[config.mk]
export PLATFORM = sky130hd
export DESIGN_NAME = mem_arbiter
export DESIGN_NICKNAME = d
export VERILOG_FILES = /design/src/rtl/cpu_types_pkg.sv /design/src/rtl/sat_counter.sv /design/src/rtl/mem_arbiter.sv
export SDC_FILE = /design/constraint.sdc
export NUM_CORES = 1
export LEC_CHECK = 0
export CORE_ASPECT_RATIO = 1.1
export CORE_MARGIN = 1
export CORE_UTILIZATION = 43
export CTS_BUF_LIST = sky130_fd_sc_hd__clkbuf_16
export CTS_CLUSTER_DIAMETER = 40
export DETAILED_ROUTE_END_ITERATION = 12
export GPL_ROUTABILITY_DRIVEN = 1
export PLACE_DENSITY = 0.82
export SETUP_SLACK_MARGIN = 0.02
export SYNTH_ARGS = -nofsm -noshare
export SYNTH_HDL_FRONTEND = slang
export SYNTH_SLANG_ARGS = --single-unit
[constraint.sdc]
create_clock -name CLK -period 3.1 [get_ports CLK]
set_input_delay 0.62 -clock CLK [delete_from_list [all_inputs] [get_ports CLK]]
set_output_delay 0.62 -clock CLK [all_outputs]
set_load 0.01 [all_outputs]
[src/rtl/cpu_types_pkg.sv]
// Shared CPU types: word and RAM handshake types plus the memory arbiter FSM state.
package cpu_types_pkg;

  localparam int unsigned WORD_W = 32;

  typedef logic [WORD_W-1:0] word_t;

  // RAM handshake as seen by the arbiter
  typedef enum logic [1:0] {
    FREE   = 2'b00,
    BUSY   = 2'b01,
    ACCESS = 2'b10,
    ERROR  = 2'b11
  } ramstate_t;

  typedef enum logic [1:0] {
    IDLE = 2'b00,
    IACC = 2'b01,
    DACC = 2'b10
  } arb_state_t;

  // Bits needed to hold values 0..max inclusive
  function automatic int unsigned cnt_width(input int unsigned max);
    return (max < 2) ? 1 : $clog2(max + 1);
  endfunction

endpackage

[src/rtl/sat_counter.sv]
// Saturating up-counter with synchronous clear; clear wins over increment.
module sat_counter #(
  parameter int unsigned Width = 3,
  parameter int unsigned Max   = 4
) (
  input  logic             clk_i,
  input  logic             rst_ni,
  input  logic             clr_i,
  input  logic             inc_i,
  output logic [Width-1:0] count_o
);

  localparam logic [Width-1:0] MaxVal = Width'(Max);

  logic [Width-1:0] count_q, count_d;

  // Next count: clear, saturating increment, or hold
  always_comb begin
    count_d = count_q;
    if (clr_i) begin
      count_d = '0;
    end else if (inc_i && (count_q != MaxVal)) begin
      count_d = count_q + Width'(1);
    end
  end

  // Count register
  always_ff @(posedge clk_i or negedge rst_ni) begin
    if (!rst_ni) begin
      count_q <= '0;
    end else begin
      count_q <= count_d;
    end
  end

  assign count_o = count_q;

endmodule

[src/rtl/mem_arbiter.sv]
// Arbitrates the single RAM port between instruction fetch and data access.
// Data wins by default; after DBURST_MAX data grants with a fetch pending the fetch is forced.
module mem_arbiter
  import cpu_types_pkg::*;
#(
  parameter int unsigned DBURST_MAX = 4,
  parameter int unsigned ADDR_W     = 32
) (
  input  logic              CLK,
  input  logic              nRST,
  input  logic              iREN,
  input  logic [ADDR_W-1:0] iaddr,
  output logic              iwait,
  output word_t             iload,
  input  logic              dREN,
  input  logic              dWEN,
  input  logic [ADDR_W-1:0] daddr,
  input  word_t             dstore,
  output logic              dwait,
  output word_t             dload,
  output logic              ramREN,
  output logic              ramWEN,
  output logic [ADDR_W-1:0] ramaddr,
  output word_t             ramstore,
  input  word_t             ramload,
  input  ramstate_t         ramstate,
  output logic              buserr
);

  localparam int unsigned      CntW     = cnt_width(DBURST_MAX);
  localparam logic [CntW-1:0]  BurstMax = CntW'(DBURST_MAX);

  arb_state_t        state_q, state_d;
  logic [ADDR_W-1:0] iaddr_q, iaddr_d;
  logic [ADDR_W-1:0] daddr_q, daddr_d;
  word_t             dstore_q, dstore_d;
  logic              wr_q, wr_d;
  logic [CntW-1:0]   bcnt;

  logic d_req, grant_d, grant_i;
  logic i_abort, d_abort, i_done, d_done, i_err, d_err;
  logic bcnt_clr, bcnt_inc;

  // Arbitration, abort and completion decode
  always_comb begin
    d_req   = dREN | dWEN;
    grant_d = (state_q == IDLE) && d_req && (!iREN || (bcnt < BurstMax));
    grant_i = (state_q == IDLE) && !grant_d && iREN;
    // Owner withdrew or moved its address: drop the access without completing
    i_abort = (state_q == IACC) && (!iREN || (iaddr != iaddr_q));
    d_abort = (state_q == DACC) && (!d_req || (daddr != daddr_q));
    i_done  = (state_q == IACC) && !i_abort && (ramstate == ACCESS);
    d_done  = (state_q == DACC) && !d_abort && (ramstate == ACCESS);
    i_err   = (state_q == IACC) && !i_abort && (ramstate == ERROR);
    d_err   = (state_q == DACC) && !d_abort && (ramstate == ERROR);
    bcnt_clr = !iREN || i_done;
    bcnt_inc = d_done;
  end

  sat_counter #(
    .Width(CntW),
    .Max  (DBURST_MAX)
  ) u_bcnt (
    .clk_i  (CLK),
    .rst_ni (nRST),
    .clr_i  (bcnt_clr),
    .inc_i  (bcnt_inc),
    .count_o(bcnt)
  );

  // FSM state register
  always_ff @(posedge CLK or negedge nRST) begin
    if (!nRST) begin
      state_q <= IDLE;
    end else begin
      state_q <= state_d;
    end
  end

  // FSM next state
  always_comb begin
    state_d = state_q;
    unique case (state_q)
      IDLE: begin
        if (grant_d) begin
          state_d = DACC;
        end else if (grant_i) begin
          state_d = IACC;
        end
      end
      IACC: begin
        if (i_abort || i_done || i_err) state_d = IDLE;
      end
      DACC: begin
        if (d_abort || d_done || d_err) state_d = IDLE;
      end
      default: state_d = IDLE;
    endcase
  end

  // Request latches captured at grant time
  always_comb begin
    iaddr_d  = iaddr_q;
    daddr_d  = daddr_q;
    dstore_d = dstore_q;
    wr_d     = wr_q;
    if (grant_d) begin
      daddr_d  = daddr;
      dstore_d = dstore;
      wr_d     = dWEN;
    end else if (grant_i) begin
      iaddr_d = iaddr;
    end
  end

  // Request latch registers
  always_ff @(posedge CLK or negedge nRST) begin
    if (!nRST) begin
      iaddr_q  <= '0;
      daddr_q  <= '0;
      dstore_q <= '0;
      wr_q     <= 1'b0;
    end else begin
      iaddr_q  <= iaddr_d;
      daddr_q  <= daddr_d;
      dstore_q <= dstore_d;
      wr_q     <= wr_d;
    end
  end

  // Outputs: RAM side only from latches, waits from state and ramstate
  always_comb begin
    iwait    = 1'b1;
    dwait    = 1'b1;
    iload    = '0;
    dload    = '0;
    ramREN   = 1'b0;
    ramWEN   = 1'b0;
    ramaddr  = '0;
    ramstore = '0;
    buserr   = 1'b0;
    unique case (state_q)
      IACC: begin
        ramREN  = 1'b1;
        ramaddr = iaddr_q;
        iwait   = !i_done;
        iload   = i_done ? ramload : '0;
        buserr  = i_err;
      end
      DACC: begin
        ramREN   = !wr_q;
        ramWEN   = wr_q;
        ramaddr  = daddr_q;
        ramstore = dstore_q;
        dwait    = !d_done;
        dload    = d_done ? ramload : '0;
        buserr   = d_err;
      end
      default: ;
    endcase
  end

endmodule

# After elaboration in Yosys (flattened, before gate mapping)
# Index checks and enable logic that the tools add are counted.
[classes] n_eq_ne=10 bitwise=2 div_mod_pow=0 n_lt_le_gt_ge=1 n_reduce_logical=33 shift=0 multipliers=0 mux=18 add_sub_neg=1
[ops] op="2-to-1 mux 32 bit" n=5
[ops] op="!= test 32 bit" n=2
[ops] op="case mux 32 bit (2 select lines)" n=1
[ops] op="logical AND 1 bit" n=13
[ops] op="logical NOT 1 bit" n=8
[ops] op="logical OR 1 bit" n=8
[ops] op="2-to-1 mux 2 bit" n=4
[ops] op="== test 2 bit (second input constant)" n=3
[ops] op="2-to-1 mux 3 bit" n=2
[ops] op="!= test 3 bit (second input constant)" n=2
[ops] op="case mux 2 bit (3 select lines)" n=1
[ops] op="!= test 2 x 1 -> 1 bit (second input constant)" n=2
[ops] op="case mux 1 bit (2 select lines)" n=2
[ops] op="adder 3 x 1 -> 3 bit (second input constant)" n=1
[ops] op="less-than comparator 3 bit (second input constant)" n=1
[ops] op="2-to-1 mux 1 bit" n=3
[ops] op="AND reduction 3 bit" n=1
[ops] op="== test 2 x 1 -> 1 bit (second input constant)" n=1
[ops] op="logical NOT 2 bit" n=1
[ops] op="AND reduction 2 bit" n=1
[ops] op="nonzero test 2 bit" n=1
[ops] op="NOT 1 bit" n=1
[ops] op="OR 1 bit" n=1
[word_totals] latchBits=0 output_inout_bits=133 register_bits=102 inputBits=135 rom_bits=0 memories=0 elab_cells=71 mem_bits_rw=0

# Longest topological paths before layout
[logic_depth] ltp_word=11 depth_mapped=10 mapped_depth_nobuf=8

# Modules after synthesis
# Synthesis repeated with hierarchy kept, for this count alone.
[unflattened] hier_cells=537 hier_area_um2=5924.4
[by_module_without_submodules] module="mem_arbiter" cells_per_inst=520 n_inst=1 area_each_um2=5730.5
[by_module_without_submodules] module="sat_counter" cells_per_inst=17 n_inst=1 area_each_um2=193.9

# Least setup slack after synthesis
# OpenSTA, ideal clock, no wires.
[synth_path] path_type="input to output" from="in daddr[5]" to="out dload[22]" cell_stages=7 path_slack_ps=286 n_path_buf=1 arrival_ps=2194 path_cell_list="xor2_1 > nor4_1 > nand4_1 > or4_4 > nor2_8 > buf_6 > and2_1"
[synth_between] elab_chain_len=8
[synth_rtl] element="start: declaration" line="mem_arbiter.sv:17" text="input logic [ADDR_W-1:0] daddr,"
[synth_rtl] element="!= test 32 bit" line="mem_arbiter.sv:51" text="d_abort = (state_q == DACC) && (!d_req || (daddr != daddr_q));"
[synth_rtl] element="logical OR 1 bit" line="mem_arbiter.sv:51"
[synth_rtl] element="logical AND 1 bit" line="mem_arbiter.sv:51"
[synth_rtl] element="logical NOT 1 bit" line="mem_arbiter.sv:53" text="d_done = (state_q == DACC) && !d_abort && (ramstate == ACCESS);"
[synth_rtl] element="logical AND 1 bit (2 in a row)" line="mem_arbiter.sv:53"
[synth_rtl] element="2-to-1 mux 32 bit" line="mem_arbiter.sv:156" text="dload = d_done ? ramload : '0;"
[synth_rtl] element="2-to-1 mux 32 bit" line="mem_arbiter.sv:142" text="unique case (state_q)"
[synth_rtl] element="end: declaration" line="mem_arbiter.sv:20" text="output word_t dload,"
# Every way passes these cells.

# Final worst setup path
[layout_path] from="reg state_q[0]" to="out dload[4]"
[layout_between] elab_chain_len=7
[layout_rtl] element="start: declaration" line="mem_arbiter.sv:33" text="arb_state_t state_q, state_d;"
[layout_rtl] element="start signal: assignment" line="mem_arbiter.sv:76" text="state_q <= state_d;"
[layout_rtl] element="== test 2 bit (*)" line="mem_arbiter.sv:51, mem_arbiter.sv:53, mem_arbiter.sv:142"
[layout_rtl] element="logical AND 1 bit" line="mem_arbiter.sv:51"
[layout_rtl] element="logical NOT 1 bit" line="mem_arbiter.sv:53"
[layout_rtl] element="logical AND 1 bit (2 in a row)" line="mem_arbiter.sv:53"
[layout_rtl] element="2-to-1 mux 32 bit" line="mem_arbiter.sv:156"
[layout_rtl] element="2-to-1 mux 32 bit (*)" line="mem_arbiter.sv:142"
# Every way passes the cells marked *; elsewhere a longest branch is shown, timed or not.

==> impl_results.md <==
- Max-slew violations: 0
- Post-DRT Antenna Nets: 0
- Die height: between 100 and 150 um
- CP cell instances: inv_1, ha_2, o21ai_2, nor2_2, nand4_1, or4_4, nor2_4, buf_6, buf_4, and2_1, buf_2
- Status: complete, but fails checks
- WHS: 0.334 ns
- Die width: roughly 120 um
- Worst path arrival time: approximately 2.8 ns
- Post-Syn Area: ~0.0061 mm^2
- CP max FO: 6
- Placement Cell Area: about 0.0095 mm^2
- Filler Cells Inserted: approximately 860
- Finish-stage setup viols: 67
- Synth Instances: 693
- CTS max path bufs: 2
- Placed Cells: roughly 1200
- Top-area cell type share of the netlist area: between 40% and 50%
- Vias in the first global route: ~6800
- H-Tree Depth: 3
- # rows: 45
- CP endpoint kind: output pin
- Synth top area cells: dfrtp_1 (42%), nand2_1 (13%), and2_1 (10%)
- Worst Hold Class: in -> async
- Most common cell in the netlist: nand2_1
- Drt via density: roughly 5.3
- Fin. Hold Viols: 0
- Initial Utilization: a little over two fifths
- Post-synthesis sequential area ratio: between 40% and 50%
- Top FF cell, synth: dfrtp_1
- Layout area overhead: 76.4%
- Failing checks: setup timing
- LEAKAGE: between 5 and 6 nW
- Via count: between 6000 and 7000
- Largest net degree at the start of global routing: 67
- Detailed Place HPWL: between 15 and 20 mm
- First-pass GRT wire length: around 36 mm
- Max_cap viols: 0
- RR Startpoint: daddr_q[6]
- Design area: around 0.011 mm^2
- CP startpoint kind: flip-flop
- I/O Buffers: between 200 and 300
- FF-to-FF setup slack: 0.19 ns
- Clock period minus worst slack: about 3.5 ns
- Nets: 1208
- Tcrit/Tclk final: 111%
- Mean Syn Cell Area: about 8.7 um^2
- Initial DRC count: approximately 550
- Drt pass-1 iters: 5
- Achievable clock frequency: around 0.29 GHz
- Gr ovfl total: 0
- Syn nets: 833
- Finished Layout Cells: between 1000 and 1500
- Worst Tran Pin Value: between 0.7 and 0.8 ns
- CTS root buffer: clkbuf_16
- Power Total: 0.00876 W
- Maximum VDD drop: between 0.0004 and 0.0005 V
- Clock sink total: roughly 100
- WL/cell: ~20 um
- Power per cell area: around 800 mW/mm^2
- RSZ-0062 raised after global routing: yes
- Final setup skew: between 0.01 and 0.015 ns
- Reg-to-reg endpoint: u_bcnt.count_o[1]
- Relative slew margins: between 40% and 50%
- Aggregate global-route resource usage: approximately 34%
- Yosys warns: 0
- Drc violations: 0
- Worst path max stage delay: between 0.5 and 0.6 ns
- Top cells by count, synth: nand2_1 (205), dfrtp_1 (102), and2_1 (98)
- Cts bufs inserted: 9
- Critical path type: reg -> out
- Clock-pin slew on the worst setup and hold paths: about 0.07 ns
- GPL Wtd Cong: 0.918
- CTS tree: built
- Yosys top cell by area: dfrtp_1
- Async S/R FF share, synth: 100%
- Core ar.: between 0.01 and 0.015 mm^2
- Number of synthesized flops with an enable pin: 0
- FF+latch count, synth: 102
- Share of cells above drive strength 1: between 30% and 40%
- Slowest-stage cell, CP: or4_4
- Num ports: around 270
- Initial antenna violation count: 11
- Worst skew pair latency: roughly 0.35 ns
- FF-to-FF path depth: 16
- Yosys cell types: 41
- Setup WS post-layout: -0.351 ns
- Die ar.: ~0.015 mm^2
- Drt total wl: approximately 26 mm
- Critical path origin: state_q[0]
- CP required: approximately 2.5 ns
## power by group
part,leakage (nW),total (W),switching (W),internal (W)
sequential,1.24,0.00251,0.000522,0.00199
combinational,3.63,0.00504,0.00247,0.00257
clock,0.157,0.00121,0.000515,0.000698
## placed cells by master (no fill, tap or decap), types with 5 or more instances in the layout
cell,n
mux2_2,31
nor4_1,5
dfrtp_1,102
xnor2_2,13
xnor2_1,20
nor2b_1,38
diode_2,9
clkdlybuf4s15_1,11
buf_6,85
and2_1,39
a22oi_1,32
nand2_1,203
nand2b_1,6
buf_4,104
xor2_1,28
clkbuf_16,9
clkdlybuf4s50_1,144
and2_4,59
buf_2,12
dlygate4sd2_1,31
buf_12,5
inv_1,11
nor2_4,5
nand4_1,9
## critical path, delay by kind of cell (launching register included)
family	cells	cell delay [ns]
AOI/OAI and AO/OA	1	0.08
adders and majority gates	1	0.23
buffers and inverters	4	0.50
DFF	1	0.44
and+or+nand+nor	5	1.23
## cell families (layout without fill, tap and decap cells)
kind of cell,after synthesis,count (layout),share of synthesized area (%)
buffers and inverters,49,425,3.51
AOI/OAI and AO/OA,51,51,6.22
adders and majority gates,5,5,1.03
other,0,9,0
xor gates and xnor gates,62,62,8.96
and+or+nand+nor,392,396,32.2
DFF,102,102,42.1
muxes,32,32,5.93
## registers in the layout (all words and copies together), names as in the netlist
| register | flops |
|---|---|
| daddr_q | 32 |
| dstore_q | 32 |
| iaddr_q | 32 |
| state_q | 2 |
| u_bcnt.count_o | 3 |
| wr_q | 1 |
## stage by stage
| step | worst slack [ns] | setup TNS (ns) | utilization, % |
|---|---|---|---|
| final | -0.351 | -13.68 | 77.5 |
| after global routing | -0.398 | -17.59 | 77.4 |
| after CTS | -0.271 | -6.33 | 74.4 |
| after detailed placement | -1.03 | -59.46 | 68.6 |
| after global placement | -0.945 | -58.09 | 68.6 |
| after floorplan | 0.286 | 0 | - |
## layout make-up
cell class                 instances  area, um^2  area share, %
timing repair buffer             398        3770           35.3
multi-input combinational        546        3750           35.1
sequential                       102        2550           23.9
tap                              188         235           2.20
clock buffer                       9         225           2.11
clock inverter                     7        82.6          0.773
inverter                          11        41.3          0.386
antenna                            9        22.5          0.211
## per-layer routing
layer  vias to the layer above  track usage [%]  wire, um  share of wire [%]
met1                      3168             36.3      8910                 35
met3                       117             10.1      2260                8.8
met5                         -                0        25              0.098
met4                         4             26.3      1780                7.0
met2                       368             55.1     12600                 49
li1                       3028                -         -                  -
## repair_timing
item / CTS / global route
endpoints found under the hold margin: 0 / 0
buffers inserted: 41 / 11
gates cloned: 6 / 1
resized for setup: 471 / 94
pin swaps: 90 / 28
hold buffers: 0 / 0
setup endpoints to repair: 89 / 86
## how the worst max path moves through the flow
| stage | to |
|---|---|
| final | dload[4] |
| after detailed placement | dload[27] |
| after global placement | dload[31] |
| after floorplan | dload[22] |
| after CTS | dload[15] |
| after global routing | dload[4] |
No activity file was read; power rests on OpenSTA's default activity.
